**src/rtl/pwm_fade_ctrl.sv**
```systemverilog
// Command-driven duty-cycle sequencer: jump, ramp or breathe the PWM duty level,
// one command at a time over a valid/ready handshake, stepping on each tick strobe.
module pwm_fade_ctrl #(
    parameter int unsigned Width = 8
) (
    input  logic             clk_i,
    input  logic             rst_i,
    input  logic             tick_i,
    input  logic             cmd_valid_i,
    output logic             cmd_ready_o,
    input  logic [1:0]       cmd_mode_i,
    input  logic [Width-1:0] cmd_level_a_i,
    input  logic [Width-1:0] cmd_level_b_i,
    input  logic [Width-1:0] cmd_step_i,
    output logic [Width-1:0] duty_cycle_o,
    output logic             busy_o,
    output logic             done_pulse_o
);

    typedef enum logic [1:0] {StIdle, StRamp, StBrthUp, StBrthDn} state_e;

    localparam logic [1:0] ModeSet     = 2'd0;
    localparam logic [1:0] ModeRamp    = 2'd1;
    localparam logic [1:0] ModeBreathe = 2'd2;

    state_e           state_q;
    logic [Width-1:0] duty_q;
    logic [Width-1:0] lvl_a_q;
    logic [Width-1:0] lvl_b_q;
    logic [Width-1:0] step_q;
    logic             dir_up_q;
    logic             busy_q;
    logic             done_q;

    logic             accept;
    logic [Width-1:0] eff_step;
    logic [Width-1:0] up_tgt;
    logic [Width:0]   up_sum;
    logic [Width:0]   dn_diff;
    logic [Width-1:0] up_next;
    logic [Width-1:0] dn_next;
    logic [Width-1:0] ramp_next;

    // Extra top bit catches carry/borrow so the step clamps at the bound instead of wrapping.
    always_comb begin
        cmd_ready_o = !rst_i && (state_q != StRamp);
        accept      = cmd_valid_i && cmd_ready_o;
        eff_step    = (cmd_step_i == '0) ? Width'(1) : cmd_step_i;
        up_tgt      = (state_q == StRamp) ? lvl_a_q : lvl_b_q;
        up_sum      = {1'b0, duty_q} + {1'b0, step_q};
        dn_diff     = {1'b0, duty_q} - {1'b0, step_q};
        up_next     = (up_sum >= {1'b0, up_tgt}) ? up_tgt : up_sum[Width-1:0];
        dn_next     = (dn_diff[Width] || (dn_diff[Width-1:0] <= lvl_a_q)) ? lvl_a_q
                                                                         : dn_diff[Width-1:0];
        ramp_next   = dir_up_q ? up_next : dn_next;
    end

    always_ff @(posedge clk_i) begin
        if (rst_i) begin
            state_q  <= StIdle;
            duty_q   <= '0;
            lvl_a_q  <= '0;
            lvl_b_q  <= '0;
            step_q   <= Width'(1);
            dir_up_q <= 1'b0;
            busy_q   <= 1'b0;
            done_q   <= 1'b0;
        end else begin
            done_q <= 1'b0;
            if (accept) begin
                // A command always wins over a coincident tick.
                lvl_a_q  <= cmd_level_a_i;
                lvl_b_q  <= cmd_level_b_i;
                step_q   <= eff_step;
                dir_up_q <= cmd_level_a_i > duty_q;
                case (cmd_mode_i)
                    ModeSet: begin
                        duty_q  <= cmd_level_a_i;
                        state_q <= StIdle;
                        busy_q  <= 1'b0;
                        done_q  <= 1'b1;
                    end
                    ModeRamp: begin
                        if (cmd_level_a_i == duty_q) begin
                            state_q <= StIdle;
                            busy_q  <= 1'b0;
                            done_q  <= 1'b1;
                        end else begin
                            state_q <= StRamp;
                            busy_q  <= 1'b1;
                        end
                    end
                    ModeBreathe: begin
                        duty_q <= cmd_level_a_i;
                        if (cmd_level_a_i >= cmd_level_b_i) begin
                            state_q <= StIdle;
                            busy_q  <= 1'b0;
                            done_q  <= 1'b1;
                        end else begin
                            state_q <= StBrthUp;
                            busy_q  <= 1'b1;
                        end
                    end
                    default: begin
                        state_q <= StIdle;
                        busy_q  <= 1'b0;
                    end
                endcase
            end else if (tick_i) begin
                case (state_q)
                    StRamp: begin
                        duty_q <= ramp_next;
                        if (ramp_next == lvl_a_q) begin
                            state_q <= StIdle;
                            busy_q  <= 1'b0;
                            done_q  <= 1'b1;
                        end
                    end
                    StBrthUp: begin
                        duty_q <= up_next;
                        if (up_next == lvl_b_q) begin
                            state_q <= StBrthDn;
                        end
                    end
                    StBrthDn: begin
                        duty_q <= dn_next;
                        if (dn_next == lvl_a_q) begin
                            state_q <= StBrthUp;
                        end
                    end
                    default: ;
                endcase
            end
        end
    end

    assign duty_cycle_o = duty_q;
    assign busy_o       = busy_q;
    assign done_pulse_o = done_q;

endmodule

```
**config.mk**
```make
export PLATFORM = sky130hd
export DESIGN_NAME = pwm_fade_ctrl
export DESIGN_NICKNAME = d
export VERILOG_FILES = /design/src/rtl/pwm_fade_ctrl.sv
export SDC_FILE = /design/constraint.sdc
export NUM_CORES = 1
export LEC_CHECK = 0
export ABC_AREA = 1
export CORE_MARGIN = 4
export CORE_UTILIZATION = 45
export DETAILED_ROUTE_END_ITERATION = 6
export PLACE_DENSITY = 0.67
export SLEW_MARGIN = 20
export SYNTH_ARGS = -nofsm -noshare
export SYNTH_HDL_FRONTEND = slang
export SYNTH_SLANG_ARGS = --single-unit
```
**constraint.sdc**
```tcl
create_clock -name clk_i -period 4 [get_ports clk_i]
set_clock_uncertainty 0.05 [all_clocks]
set_input_delay 0.8 -clock clk_i [delete_from_list [all_inputs] [get_ports clk_i]]
set_output_delay 0.8 -clock clk_i [all_outputs]
set_load 0.005 [all_outputs]
```
==> impl_metrics.csv <==
group,metric,value,unit
power_and_ir_drop,max-vdd-ir-drop,0.000207,V
finish,post-route-util,53.9,%
place,dp.cells,850,
synth,synth-seq-area-share,17.4,%
synth,async_flop_share,0,%
clock_tree,cts_tree,"yes",
worst_hold_path,min_path_type,"flip-flop to flip-flop",
timing,drv_slew,0,
route,wl_per_cell,16.5,um
route,drt-initial-drc-count,388,
synth,syn_nets,773,
route,ant_nets,0,
synth,synth-adder-area-share,16.2,%
timing,whs,0.438,ns
synth,synth_xor_area_share,1.23,%
synth,yosys_warnings,0,
floorplan,dieArea,11100,um2
clock_tree,h-tree-depth,2,
finish,syn_to_final_growth,16.6,%
route,routed_via_density,5.45,
grt,grt_pass1_wl,22400,um
timing,tightestPinTransition,0.639,ns
clock_tree,insertion_delay,0.29,ns
synth,synth_top_family_by_area,"simple AND/OR/NAND/NOR gates",
clock_tree,clock-root-buffer,"clkbuf_8",
power_and_ir_drop,power.density,492,nW/um2
worst_setup_path,slowest_stage,"fa_2",
synth,ys.flop_type,"dfxtp_1",
floorplan,io_pins,41,
clock_tree,cts_max_path_buffers,2,
grt,grt_pass1_vias,4380,
timing,finalCritPeriodShare,93.6,%
timing,final_hold_viol_count,0,
grt,grt_max_degree,36,
floorplan,core_area,9240,um2
worst_setup_path,crit_buf_inv,4,
synth,synthDistinctLibCells,44,
finish,drive_gt1_share,8.88,%
floorplan,rows,35,
power_and_ir_drop,seq_power_share,18.4,%
grt,grt_overflow_total,0,
worst_setup_path,max_stage_delay,0.39,ns
power_and_ir_drop,p_int,1170,uW
synth,syn-instance-count,689,
finish,final_cell_count_no_fill,861,
floorplan,initial_core_util,46.2,%
timing,finalSetupViolations,0,
route,dr_total_vias,4689,
synth,ys_ff_latch,37,
finish,nets,816,
grt,grt_usage,25.2,%
job,drv_cap,0,
power_and_ir_drop,combPwrFrac,70.8,%
place,place.gp.congestion,1.00,
place,dp_hpwl,11600,um
power_and_ir_drop,p_switching,1280,uW
worst_setup_path,cp.arrival,3.89,ns
status,status,"finished, final reports clean",
synth,synth_common_cells,"nand2_1 (198), inv_1 (98), nand3_1 (74)",
synth,synth_top_area_cell,"nand2_1",
worst_setup_path,critPathRequiredTime,4.14,ns
synth,yosysMostFrequentCell,"nand2_1",
synth,synth-compound-area-share,15.2,%
timing,fmax,267,MHz
worst_setup_path,crit_type,"flip-flop to flip-flop",
synth,synth_area_per_cell,6.20,um2
clock_tree,cts_inserted_buffers,5,
power_and_ir_drop,power_frac_clock,10.8,%
synth,synthMuxAreaShare,0,%
timing,slew_headroom,57.3,%
finish,antennaDiodeCount,0,
route,wl,14200,um
floorplan,die_y,105,um
synth,yosys.area_share.simple,37.5,%
floorplan,dieWidth,105,um
clock_tree,path_clk_slew,0.07,ns
timing,period_needed,3.74,ns
worst_setup_path,endpoint_kind,"flip-flop",
synth,yosys.area.top_type_share,17.4,%
route,drcViolationCount,0,
worst_setup_path,critical_path.max_fanout,11,
power_and_ir_drop,leakage,0.00247,uW
place,port_buffers,40,
synth,yosys-top-cells-area,"nand2_1 (17%), dfxtp_1 (17%), ha_1 (15%)",
synth,synth-edff-count,0,
power_and_ir_drop,swShare,52.1,%
route,drtPass1Iterations,5,
worst_setup_path,cp_common_cell,"nand2_1",
clock_tree,clock_sinks,37,
grt,antenna_found_initial,0,
clock_tree,hold_buffers,0,
synth,synth_area,4270,um2
worst_setup_path,cpLargestDelayFamily,"simple AND/OR/NAND/NOR gates",
worst_setup_path,start_kind,"flip-flop",
final timing paths:
path / start / to / slack [ns] / cells after the start
worst min register to register: step_q[7] / step_q[7] / 0.44 / 2
worst min-delay path: step_q[7] / step_q[7] / 0.44 / 2
worst max-delay path: duty_cycle_o[0] / state_q[0] / 0.26 / 28
worst max register to register: duty_cycle_o[0] / state_q[0] / 0.26 / 28
cell type report:
cell class / instances / area [um2]
clock buffers: 7 / 86.3
well taps: 129 / 161
inverters: 104 / 390
multi-input cells: 525 / 3040
fillers: 966 / 4260
repair buffers: 59 / 556
flip-flops and latches: 37 / 741
layout by cell type, fill, tap and decap left out, drive strengths merged, types with 7 or more instances in the layout:
cell,n
inv,104
nor2,34
o21ai,48
nand3,79
nand2,207
clkbuf,7
clkdlybuf4s50,40
a21oi,41
nand4,23
ha,52
a31oi,8
dfxtp,37
buf,19
timing repair:
| item | in CTS | in global routing |
|---|---|---|
| endpoints found under the setup margin | 1 | 5 |
| setup buffers | 0 | 4 |
| gates cloned | 0 | 0 |
| pin swaps | 0 | 2 |
| resized for setup | 1 | 11 |
worst min-delay path: cells and delay by family (launching register included):
kind / cells / cell delay (ns)
AO/OA/AOI/OAI: 1 / 0.06
buffers and inverters: 1 / 0.07
flip-flops: 1 / 0.31
routing by layer:
metal  GRT usage, %  vias to the layer above  wire [um]
met5              0                        -          0
met1           35.0                     2121       6450
met3           2.69                       27        934
met4           9.65                        0        500
met2           40.2                      192       6290
li1               -                     2349          -
metrics by stage:
stage	instance area (um2)	power (uW)	setup WS [ns]	setup TNS, ns
after floorplan	4270	1670	0.764	0
after global placement	4800	2060	-0.0244	-0.0244
after detailed placement	4800	2070	-0.00615	-0.00615
after CTS	4890	2350	0.143	0
after global routing	4980	2680	-0.00390	-0.00390
final	4980	2450	0.257	0
kinds of logic after synthesis:
family,after synthesis
AND/OR/NAND/NOR,352
buffers and inverters,127
AO/OA/AOI/OAI,113
adder cells (fa/ha/maj),54
flip-flops,37
XOR/XNOR,6
flip-flops by register name, summed over array words and instances, names as in the netlist:
name,cells
state_q,2
lvl_b_q,8
busy_o,1
lvl_a_q,8
dir_up_q,1
duty_cycle_o,8
done_pulse_o,1
step_q,8
power groups by stage:
| stage | registers (uW) | logic (uW) | clock network (uW) |
|---|---|---|---|
| 3_3_place_gp | 456 | 1610 | 0 |
| 5_1_grt | 454 | 1940 | 284 |
| 4_1_cts | 449 | 1630 | 269 |
| 6_report | 451 | 1740 | 264 |
| 3_5_place_dp | 457 | 1620 | 0 |
| 2_1_floorplan | 441 | 1230 | 0 |
Note: power is estimated with default switching activity, not from simulation.
